$ cat src/rtl/lsu.sv
`default_nettype none
// lsu: imhotep load/store unit; one outstanding req/gnt/rvalid access with load extension and timeout.
// Optional macro IMHOTEP_LSU_MISALIGN_CHECK_EN: misaligned half/word requests fault instead of being force-aligned.
module lsu #(
   parameter int TIMEOUT = 16
) (
   input  logic        clk,
   input  logic        rst,
   input  logic        req_valid,
   output logic        req_ready,
   input  logic        req_we,
   input  logic [1:0]  req_size,
   input  logic        req_unsigned,
   input  logic [31:0] addr,
   input  logic [31:0] wdata,
   output logic        resp_valid,
   output logic [31:0] resp_rdata,
   output logic        resp_err,
   output logic        dmem_req,
   input  logic        dmem_gnt,
   output logic        dmem_we,
   output logic [3:0]  dmem_be,
   output logic [31:0] dmem_addr,
   output logic [31:0] dmem_wdata,
   input  logic        dmem_rvalid,
   input  logic [31:0] dmem_rdata,
   input  logic        dmem_err
);

   typedef enum logic [1:0] {
      IDLE = 2'd0,
      REQ  = 2'd1,
      WAIT = 2'd2,
      RESP = 2'd3
   } state_t;

   localparam logic [7:0] TMO_LAST = 8'(TIMEOUT - 1);

   state_t      state;
   logic [7:0]  tmo_cnt;
   logic [1:0]  off_q;
   logic [1:0]  size_q;
   logic        uns_q;

   logic [1:0]  off;
   logic        illegal;
   logic [3:0]  be;
   logic [31:0] wdata_rep;
   logic [31:0] shifted;
   logic [31:0] ext;

   assign req_ready = (state == IDLE);

   // Request decode: lane offset (forced aligned when misalignment is tolerated), enables, replicated data.
   always_comb begin
      off       = addr[1:0];
      illegal   = 1'b0;
      be        = 4'b0000;
      wdata_rep = wdata;
      case (req_size)
         2'b00: begin
            be        = 4'b0001 << addr[1:0];
            wdata_rep = {4{wdata[7:0]}};
         end
         2'b01: begin
`ifdef IMHOTEP_LSU_MISALIGN_CHECK_EN
            illegal   = addr[0];
`endif
            off       = {addr[1], 1'b0};
            be        = 4'b0011 << {addr[1], 1'b0};
            wdata_rep = {2{wdata[15:0]}};
         end
         2'b10: begin
`ifdef IMHOTEP_LSU_MISALIGN_CHECK_EN
            illegal   = |addr[1:0];
`endif
            off       = 2'b00;
            be        = 4'b1111;
         end
         default: illegal = 1'b1;
      endcase
   end

   always_comb begin
      shifted = dmem_rdata >> {off_q, 3'b000};
      case (size_q)
         2'b00:   ext = uns_q ? {24'd0, shifted[7:0]}  : {{24{shifted[7]}}, shifted[7:0]};
         2'b01:   ext = uns_q ? {16'd0, shifted[15:0]} : {{16{shifted[15]}}, shifted[15:0]};
         default: ext = shifted;
      endcase
   end

   always_ff @(posedge clk or posedge rst) begin
      if (rst) begin
         state      <= IDLE;
         tmo_cnt    <= 8'd0;
         off_q      <= 2'b00;
         size_q     <= 2'b00;
         uns_q      <= 1'b0;
         resp_valid <= 1'b0;
         resp_rdata <= 32'd0;
         resp_err   <= 1'b0;
         dmem_req   <= 1'b0;
         dmem_we    <= 1'b0;
         dmem_be    <= 4'b0000;
         dmem_addr  <= 32'd0;
         dmem_wdata <= 32'd0;
      end else begin
         resp_valid <= 1'b0;
         case (state)
            IDLE: begin
               if (req_valid) begin
                  resp_rdata <= 32'd0;
                  if (illegal) begin
                     state      <= RESP;
                     resp_valid <= 1'b1;
                     resp_err   <= 1'b1;
                  end else begin
                     state      <= REQ;
                     resp_err   <= 1'b0;
                     tmo_cnt    <= 8'd0;
                     dmem_req   <= 1'b1;
                     dmem_we    <= req_we;
                     dmem_be    <= be;
                     dmem_addr  <= {addr[31:2], 2'b00};
                     dmem_wdata <= wdata_rep;
                     off_q      <= off;
                     size_q     <= req_size;
                     uns_q      <= req_unsigned;
                  end
               end
            end
            REQ: begin
               if (dmem_gnt) begin
                  state    <= WAIT;
                  dmem_req <= 1'b0;
                  tmo_cnt  <= 8'd0;
               end else if (tmo_cnt == TMO_LAST) begin
                  state      <= RESP;
                  dmem_req   <= 1'b0;
                  resp_valid <= 1'b1;
                  resp_err   <= 1'b1;
               end else begin
                  tmo_cnt <= tmo_cnt + 8'd1;
               end
            end
            WAIT: begin
               if (dmem_rvalid) begin
                  state      <= RESP;
                  resp_valid <= 1'b1;
                  resp_err   <= dmem_err;
                  resp_rdata <= (dmem_err || dmem_we) ? 32'd0 : ext;
               end else if (tmo_cnt == TMO_LAST) begin
                  state      <= RESP;
                  resp_valid <= 1'b1;
                  resp_err   <= 1'b1;
               end else begin
                  tmo_cnt <= tmo_cnt + 8'd1;
               end
            end
            default: begin
               state      <= IDLE;
               resp_err   <= 1'b0;
               resp_rdata <= 32'd0;
            end
         endcase
      end
   end

endmodule
`default_nettype wire

$ cat config.mk
export PLATFORM = sky130hd
export DESIGN_NAME = lsu
export DESIGN_NICKNAME = d
export VERILOG_FILES = /design/src/rtl/lsu.sv
export SDC_FILE = /design/constraint.sdc
export NUM_CORES = 1
export LEC_CHECK = 0
export CORE_MARGIN = 3
export CORE_UTILIZATION = 55
export DETAILED_ROUTE_END_ITERATION = 12
export DONT_BUFFER_PORTS = 1
export PLACE_DENSITY = 0.78
export SETUP_SLACK_MARGIN = 0.05
export SLEW_MARGIN = 20
export SYNTH_ARGS = -nofsm -noshare
export SYNTH_HDL_FRONTEND = slang
export SYNTH_SLANG_ARGS = --single-unit
$ cat constraint.sdc
create_clock -name clk -period 4.1 [get_ports clk]
set_clock_uncertainty 0.2 [all_clocks]
set_input_delay 1.025 -clock clk [delete_from_list [all_inputs] [get_ports clk]]
set_output_delay 1.025 -clock clk [all_outputs]
set_load 0.02 [all_outputs]
==> results of run 1 <==
## layer usage
layer	vias to the layer above	GRT usage, %	share of wire (%)
li1	1812	-	-
met1	1907	28.0	39
met2	176	38.9	50
met3	21	10.3	10
met4	0	7.76	1.4
met5	-	0	0
## path summary, 6_finish.rpt
kind,from,cells after the start,slack (ps),end
setup / recovery,state[1]$_DFFE_PP0N_,6,850,resp_rdata[23]$_DFFE_PP0P_
hold / removal,rst,1,160,tmo_cnt[0]$_DFFE_PP0P_
setup reg to reg,state[1]$_DFFE_PP0N_,6,850,resp_rdata[23]$_DFFE_PP0P_
hold reg to reg,tmo_cnt[6]$_DFFE_PP0P_,1,330,tmo_cnt[6]$_DFFE_PP0P_
max in group asynchronous,rst,3,2810,resp_rdata[23]$_DFFE_PP0P_
min in group clk,tmo_cnt[6]$_DFFE_PP0P_,1,330,tmo_cnt[6]$_DFFE_PP0P_
## metrics by stage
step,std cells,hold WS (ps)
floorplan,497,287
global placement,600,315
detailed placement,600,314
CTS,632,326
global route,633,155
finish,633,156
## final cells by class
| cell class | instances | share of cell area (%) |
|---|---|---|
| tap | 133 | 2.62 |
| clock inverter | 7 | 2.20 |
| sequential | 117 | 46.0 |
| clock buffer | 25 | 7.92 |
| inverter | 10 | 0.649 |
| timing repair buffer | 7 | 1.22 |
| multi-input combinational | 334 | 39.4 |
## registers in the layout, indices dropped and copies added, names as in the netlist, 2 cells and up
register    cells
off_q           2
state           2
dmem_addr      30
tmo_cnt         8
size_q          2
dmem_wdata     32
dmem_be         4
resp_rdata     32
## kinds of logic (layout without fill, tap and decap cells)
family          after synthesis  after routing  synth area share, %
other cells                   1              2               0.0665
flops                       117            117                 51.9
simple gates                 91             91                 8.14
fa+ha+maj                    10             10                 2.22
compound gates              157            157                 19.5
buf+inv                      46             49                 3.77
mux                          74             74                 14.4
## cells in the final DEF (no fill, tap or decap), types with 3 or more instances in the layout
master / count
nor2_1: 18
a22oi_1: 8
a221o_2: 9
nor2b_1: 3
clkbuf_8: 7
clkbuf_16: 16
a21oi_1: 35
clkinvlp_4: 3
ha_1: 10
a22o_1: 10
nand2_1: 40
inv_1: 9
bufinv_16: 4
mux2_2: 49
buf_4: 5
nand2b_1: 4
a221o_1: 8
o2bb2ai_1: 17
mux2i_1: 24
a21o_1: 7
o21ai_0: 43
dfrtp_1: 117
nand3b_1: 9
o31ai_1: 4
## power breakdown
part	switching, mW	internal (mW)
registers	0.806	1.55
clock network	0.500	1.08
logic	0.688	0.579
total	1.99	3.22
## synthesized netlist by cell type (2+ instances only)
cell	n
and2_1	2
buf_4	4
a21oi_1	35
buf_2	5
a221o_2	9
clkbuf_1	20
o31ai_1	4
nor2_1	18
nand2_1	40
buf_1	5
and3_1	2
a22oi_1	8
mux2_2	49
dfrtp_1	117
nor4_1	2
nand3b_1	9
nand2b_1	4
inv_1	10
nor2b_1	3
and4_1	2
a21o_1	7
ha_1	10
a31o_2	2
o211ai_1	2
o21ai_0	43
a22o_1	10
o2bb2ai_1	17
mux2i_1	24
a221o_1	8
## worst register-to-register path, delay by kind of cell, from the launching register on
| family | cells | cell delay [ps] |
|---|---|---|
| and+or+nand+nor | 3 | 1870 |
| adders and majority gates | 1 | 410 |
| AOI/OAI and AO/OA | 1 | 210 |
| DFF | 1 | 410 |
| buffers and inverters | 1 | 90 |
==> flow_metrics.env, run 1 <==
export IMPL_status="finished, final reports clean"
export IMPL_area_growth_pct=12.8
export IMPL_yosysTopAreaCellShare_pct=51.9
export IMPL_dr_pass1_iters=4
export IMPL_crit_type="register to register"
export IMPL_diodes=0
export IMPL_finalSetupViolations=0
export IMPL_synth_seq_cells=117
export IMPL_peakVddDrop_uv=471
export IMPL_final_net_count=603
export IMPL_gp_congestion=0.820
export IMPL_rsz0062_at_grt="no"
export IMPL_port_buffers=0
export IMPL_first_iter_violations=271
export IMPL_cp_end_kind="register"
export IMPL_die_h_um=107
export IMPL_critPathArrivalTime_ps=3500
export IMPL_die_area_um2=11500
export IMPL_worst_path_dominant_cell_family="simple AND/OR/NAND/NOR gates"
export IMPL_syn_area_um2=5640
export IMPL_hold_buffers=0
export IMPL_die_x_um=107
export IMPL_grt_antenna_before_repair=0
export IMPL_core_rowCount=36
export IMPL_yosysSeqAreaShare_pct=51.9
export IMPL_grt_pass1_wl_um=21200
export IMPL_clkSinkCount=117
export IMPL_worstPathRequired_ps=4340
export IMPL_postCtsSetupRepairBufs=0
export IMPL_routed_via_density=6.19
export IMPL_critPathBufInv=1
export IMPL_cp_start_kind="register"
export IMPL_dp_slack_ps=903
export IMPL_cp_cell_sequence="inv_1 > ha_1 > nor2b_1 > or4b_1 > and4b_1 > a221o_2"
export IMPL_tritoncts="yes"
export IMPL_clock_fmax_ghz=0.308
export IMPL_post_route_drc_count=0
export IMPL_cp_max_fo=19
export IMPL_fillers=751
export IMPL_htreeDepth=4
export IMPL_synth_cell_types=54
export IMPL_seqCellArea_um2=2930
export IMPL_gr_usage_all_layers_pct=23.7
export IMPL_via_count=3916
export IMPL_hp_class="primary input to async pin"
export IMPL_grt_pass1_vias=4160
export IMPL_utilization_pct=64.5
export IMPL_cts_buffers=17
export IMPL_fin_crit_ps=3250
export IMPL_post_dp_hpwl_um=9580
export IMPL_synth_largest_area_cell="dfrtp_1"
export IMPL_cpMaxStageDelayCell="or4b_1"
export IMPL_ctsResizeCount=0
export IMPL_initial_utilization_pct=57.2
export IMPL_fin_setup_tns_ps=0
export IMPL_coreArea_um2=9860
export IMPL_maxSlewViolCount=0
export IMPL_dpl_cell_area_um2=5700
export IMPL_maxSlewHeadroom_pct=27.8
export IMPL_total_power_mw=5.21
export IMPL_hold_violations=0
export IMPL_multi_input_comb_area_um2=2510
export IMPL_netlist_instances=496
export IMPL_async_reset_ff_share_pct=100
export IMPL_cts_buffer_depth=2
export IMPL_power_leakage_nw=2.85
export IMPL_syn_area_per_cell_um2=11.4
export IMPL_synthFlopType="dfrtp_1"
export IMPL_grt_overflow=0
export IMPL_cp_slowest_stage_delay_ps=850
export IMPL_fin_area_um2=6360
export IMPL_wl_um=13400
export IMPL_cts_clk_slew_worst_paths_ps=60
export IMPL_worstMarginPinSlew_ps=1080
export IMPL_fin_ws_ps=848
export IMPL_antenna_left=0
export IMPL_root_buffer="clkbuf_8"
export IMPL_grt_max_degree=73
export IMPL_io_pins=211
export IMPL_finalCritPeriodShare_pct=79.3
export IMPL_synth_area_leaders="dfrtp_1 52%, mux2_2 9.8%, mux2i_1 4.3%, o21ai_0 3.8%, a21oi_1 3.1%"
export IMPL_clk_latency_ps=510
export IMPL_synth_enable_flop_cells=0
export IMPL_routedWlPerCell_um=21.2
export IMPL_drive_above_1_share_pct=20.8
export IMPL_drv_cap=0
export IMPL_synth_warnings=0
export IMPL_power_density_nw_per_um2=819
No activity file was read; power rests on OpenSTA's default activity.
==> run 2, diff against run 1 <==
--- a/config.mk
+++ b/config.mk
@@ -9,7 +9,7 @@
 export CORE_UTILIZATION = 55
 export DETAILED_ROUTE_END_ITERATION = 12
 export DONT_BUFFER_PORTS = 1
-export PLACE_DENSITY = 0.78
+export PLACE_DENSITY = 0.75
 export SETUP_SLACK_MARGIN = 0.05
 export SLEW_MARGIN = 20
 export SYNTH_ARGS = -nofsm -noshare
==> constraint.sdc (replaced) <==
create_clock -name clk -period 3.4 [get_ports clk]
set_clock_uncertainty 0.2 [all_clocks]
set_input_delay 0.85 -clock clk [delete_from_list [all_inputs] [get_ports clk]]
set_output_delay 0.85 -clock clk [all_outputs]
set_load 0.02 [all_outputs]
==> flow_metrics.env, run 2 (synthesized netlist as in run 1, its figures left out) <==
export IMPL_gp_congestion=0.814
export IMPL_hold_violations=0
export IMPL_io_pins=211
export IMPL_clock_fmax_ghz=0.357
export IMPL_fillers=758
export IMPL_cp_slowest_stage_delay_ps=680
export IMPL_crit_type="register to register"
export IMPL_gr_usage_all_layers_pct=24.0
export IMPL_cts_buffer_depth=2
export IMPL_cts_buffers=17
export IMPL_die_x_um=107
export IMPL_maxSlewHeadroom_pct=42.7
export IMPL_grt_antenna_before_repair=0
export IMPL_post_dp_hpwl_um=9550
export IMPL_grt_max_degree=118
export IMPL_reg_top3="dmem_wdata x32, resp_rdata x32, dmem_addr x30"
export IMPL_final_common_cell="dfrtp_1"
export IMPL_multi_input_comb_area_um2=2510
export IMPL_finalSetupViolations=0
export IMPL_via_count=3938
export IMPL_rsz0062_at_grt="no"
export IMPL_r2r_cells=6
export IMPL_area_growth_pct=12.3
export IMPL_hold_worst_slack_ps=160
export IMPL_crit_path_start="state[0]$_DFFE_PP0N_"
export IMPL_final_net_count=606
export IMPL_first_iter_violations=229
export IMPL_fin_area_um2=6330
export IMPL_routedWlPerCell_um=21.1
export IMPL_seqCellArea_um2=2930
export IMPL_power_density_nw_per_um2=972
export IMPL_layout_common_cells="117 x dfrtp_1, 49 x mux2_2, 43 x o21ai_0"
export IMPL_diodes=0
export IMPL_total_power_mw=6.16
export IMPL_ctsResizeCount=0
export IMPL_timing_rr_end="resp_rdata[31]$_DFFE_PP0P_"
export IMPL_grt_pass1_vias=4027
export IMPL_fin_setup_tns_ps=0
export IMPL_cp_max_fo=16
export IMPL_regToRegSetupSlack_ps=600
export IMPL_status="finished, final reports clean"
export IMPL_grt_pass1_wl_um=21200
export IMPL_port_buffers=0
export IMPL_die_h_um=107
export IMPL_maxSlewViolCount=0
export IMPL_power_leakage_nw=2.83
export IMPL_worstPathRequired_ps=3650
export IMPL_cpMaxStageDelayCell="and4b_1"
export IMPL_critPathArrivalTime_ps=3050
export IMPL_htreeDepth=4
export IMPL_antenna_left=0
export IMPL_cts_clk_slew_worst_paths_ps=60
export IMPL_drive_above_1_share_pct=21.3
export IMPL_routed_via_density=6.19
export IMPL_die_area_um2=11500
export IMPL_dr_pass1_iters=5
export IMPL_coreArea_um2=9860
export IMPL_crit_end="resp_rdata[31]$_DFFE_PP0P_"
export IMPL_hp_class="primary input to async pin"
export IMPL_cp_cell_sequence="inv_1 > ha_1 > nand2_1 > or4b_1 > and4b_1 > a221o_2"
export IMPL_postCtsSetupRepairBufs=0
export IMPL_hold_buffers=0
export IMPL_grt_overflow=0
export IMPL_r2r_start="state[0]$_DFFE_PP0N_"
export IMPL_dpl_cell_area_um2=5740
export IMPL_wl_um=13400
export IMPL_core_rowCount=36
export IMPL_utilization_pct=64.2
export IMPL_peakVddDrop_uv=562
export IMPL_cp_end_kind="register"
export IMPL_post_route_drc_count=0
export IMPL_clkSinkCount=117
export IMPL_cp_start_kind="register"
export IMPL_clk_latency_ps=520
export IMPL_worstMarginPinSlew_ps=858
export IMPL_fin_crit_ps=2800
export IMPL_drv_cap=0
export IMPL_root_buffer="clkbuf_8"
export IMPL_initial_utilization_pct=57.2
export IMPL_tritoncts="yes"
export IMPL_finalCritPeriodShare_pct=82.3
## run 2: final cells by class
cell class / instances / area share [%]
clock buffers: 23 / 7.53
repair buffers: 10 / 1.58
inverters: 10 / 0.652
multi-input cells: 334 / 39.6
flip-flops and latches: 117 / 46.2
clock inverters: 9 / 1.84
well taps: 133 / 2.63
## run 2: how the worst min path moves through the flow
stage / from / to / slack (ps)
5_1_grt: rst / resp_rdata[6]$_DFFE_PP0P_ / 180
6_report: rst / dmem_addr[23]$_DFFE_PP0P_ / 160
2_1_floorplan: size_q[1]$_DFFE_PP0P_ / size_q[1]$_DFFE_PP0P_ / 290
3_3_place_gp: tmo_cnt[6]$_DFFE_PP0P_ / tmo_cnt[6]$_DFFE_PP0P_ / 310
3_5_place_dp: tmo_cnt[6]$_DFFE_PP0P_ / tmo_cnt[6]$_DFFE_PP0P_ / 320
4_1_cts: rst / resp_rdata[6]$_DFFE_PP0P_ / 200
## run 2: through the flow
stage	setup WS, ps	std cells
6_report	601	636
5_1_grt	422	636
4_1_cts	609	636
3_5_place_dp	602	604
3_3_place_gp	674	604
2_1_floorplan	795	497
## run 2: worst max-delay path: cells and delay by family (launching register included)
family,cells,cell delay (ps)
AOI/OAI and AO/OA,1,210
adders and majority gates,1,350
buffers and inverters,1,90
DFF,1,410
and+or+nand+nor,3,1460
## run 2: report_power, final
group | leakage, nW | switching [mW] | internal, mW | total [mW]
registers | 1.49 | 0.964 | 1.87 | 2.84
clock network | 0.278 | 0.636 | 1.13 | 1.76
logic | 1.06 | 0.836 | 0.721 | 1.56
## run 2: layer usage
| metal | track usage (%) | part of all wire (%) | vias to the layer above |
|---|---|---|---|
| met5 | 0 | 0 | - |
| met4 | 9.13 | 2.2 | 0 |
| met3 | 10.4 | 9.9 | 24 |
| met2 | 36.3 | 48 | 201 |
| met1 | 30.6 | 39 | 1896 |
| li1 | - | - | 1817 |
==> run 3, diff against run 2 <==
==> constraint.sdc (replaced) <==
create_clock -name clk -period 2.8 [get_ports clk]
set_clock_uncertainty 0.2 [all_clocks]
set_input_delay 0.7 -clock clk [delete_from_list [all_inputs] [get_ports clk]]
set_output_delay 0.7 -clock clk [all_outputs]
set_load 0.02 [all_outputs]
==> flow_metrics.env, run 3 (synthesized netlist as in run 1, its figures left out) <==
export IMPL_dr_pass1_iters=4
export IMPL_die_h_um=107
export IMPL_io_pins=211
export IMPL_dp_slack_ps=201
export IMPL_power_density_nw_per_um2=1180
export IMPL_peakVddDrop_uv=704
export IMPL_htreeDepth=4
export IMPL_postCtsSetupRepairBufs=0
export IMPL_post_route_drc_count=0
export IMPL_initial_utilization_pct=57.2
export IMPL_worstPathRequired_ps=3060
export IMPL_power_leakage_nw=2.88
export IMPL_cp_max_fo=9
export IMPL_root_buffer="clkbuf_8"
export IMPL_gr_usage_all_layers_pct=24.3
export IMPL_first_iter_violations=265
export IMPL_cp_end_kind="register"
export IMPL_core_rowCount=36
export IMPL_reg_top3="dmem_wdata x32, resp_rdata x32, dmem_addr x30"
export IMPL_cts_buffer_depth=2
export IMPL_finalCritPeriodShare_pct=94.6
export IMPL_routed_via_density=6.17
export IMPL_die_area_um2=11500
export IMPL_p_sw_mw=2.95
export IMPL_tritoncts="yes"
export IMPL_clock_fmax_ghz=0.378
export IMPL_dpl_cell_area_um2=5790
export IMPL_final_net_count=613
export IMPL_fin_setup_tns_ps=0
export IMPL_grt_overflow=0
export IMPL_hold_violations=0
export IMPL_total_power_mw=7.55
export IMPL_final_common_cell="dfrtp_1"
export IMPL_antenna_left=0
export IMPL_via_count=3965
export IMPL_fin_area_um2=6400
export IMPL_crit_type="register to register"
export IMPL_fin_ws_ps=151
export IMPL_internal_power_mw=4.60
export IMPL_die_x_um=107
export IMPL_seqCellArea_um2=2930
export IMPL_fillers=754
export IMPL_wl_um=13600
export IMPL_maxSlewViolCount=0
export IMPL_layout_common_cells="117 x dfrtp_1, 49 x mux2_2, 43 x o21ai_0"
export IMPL_finalSetupViolations=0
export IMPL_routedWlPerCell_um=21.1
export IMPL_post_dp_hpwl_um=9980
export IMPL_diodes=0
export IMPL_critPathArrivalTime_ps=2910
export IMPL_hp_class="primary input to register"
export IMPL_clk_latency_ps=520
export IMPL_port_buffers=0
export IMPL_status="finished, final reports clean"
export IMPL_p_clk_share_pct=28.9
export IMPL_multi_input_comb_area_um2=2510
export IMPL_fin_crit_ps=2650
export IMPL_cts_clk_slew_worst_paths_ps=60
export IMPL_cp_start_kind="register"
export IMPL_comb_power_share_pct=25.4
export IMPL_grt_pass1_wl_um=21000
export IMPL_cts_buffers=17
export IMPL_pwr_share_seq_pct=45.7
export IMPL_area_growth_pct=13.5
export IMPL_drv_cap=0
export IMPL_maxSlewHeadroom_pct=54.1
export IMPL_ctsResizeCount=0
export IMPL_grt_max_degree=106
export IMPL_coreArea_um2=9860
export IMPL_clkSinkCount=117
export IMPL_drive_above_1_share_pct=22.4
export IMPL_grt_antenna_before_repair=0
export IMPL_gp_congestion=0.832
export IMPL_worstMarginPinSlew_ps=689
export IMPL_grt_pass1_vias=3951
export IMPL_rsz0062_at_grt="yes"
export IMPL_power_share_switching_pct=39.1
## run 3: cell types whose count changed in the layout (fill, tap and decap cells not counted), sizes merged, moves of 2 or more
cell / delta
clkbuf: -2
buf: +6
clkinv: +4
inv: -2
## run 3: final cells by class
| type | count | area share [%] |
|---|---|---|
| clock buffers | 21 | 7.17 |
| inverters | 10 | 0.645 |
| well taps | 133 | 2.60 |
| multi-input cells | 334 | 39.1 |
| clock inverters | 11 | 2.32 |
| repair buffers | 17 | 2.42 |
| flip-flops and latches | 117 | 45.7 |
## run 3: routing by layer
metal / global-route usage (%) / wire length (um)
met5: 0 / 0
met4: 10.3 / 238
met3: 12.7 / 1570
met2: 37.4 / 6760
met1: 28.4 / 5010
## run 3: timing repair
item	4_1_cts	5_1_grt
setup endpoints to repair	0	11
hold endpoints to repair	5	0
hold buffers	1	0
## run 3: power by group through the flow
stage	clock network, mW	logic, mW	registers, mW
after floorplan	0	1.63	3.25
after global placement	0	1.84	3.46
after detailed placement	0	1.92	3.48
after CTS	2.23	1.93	3.46
after global routing	2.31	2.15	3.53
final	2.18	1.92	3.45
## run 3: path summary, 6_finish.rpt
kind | cells past startpoint | slack [ps] | from | end
max reg2reg | 6 | 150 | state[0]$_DFFE_PP0N_ | resp_rdata[16]$_DFFE_PP0P_
min | 1 | 120 | addr[5] | dmem_addr[5]$_DFFE_PP0P_
min in group asynchronous | 2 | 370 | rst | dmem_addr[24]$_DFFE_PP0P_
max | 6 | 150 | state[0]$_DFFE_PP0N_ | resp_rdata[16]$_DFFE_PP0P_
min reg2reg | 1 | 330 | tmo_cnt[6]$_DFFE_PP0P_ | tmo_cnt[6]$_DFFE_PP0P_
max in group asynchronous | 3 | 1410 | rst | dmem_wdata[22]$_DFFE_PP0P_
## run 3: critical path, cell delays in order (launching register included)
cell and delay [ps]:
dfrtp_1 410, inv_1 100, ha_1 350, nand2_1 140, or4b_1 630, nor2_1 490, a221o_2 260
## run 3: per-stage QoR
step | hold WS [ps] | util, % | instances
after floorplan | 287 | - | 497
after global placement | 295 | 58.7 | 610
after detailed placement | 298 | 58.7 | 610
after CTS | 89.7 | 64.9 | 643
after global routing | 81.0 | 64.9 | 643
final | 123 | 64.9 | 643
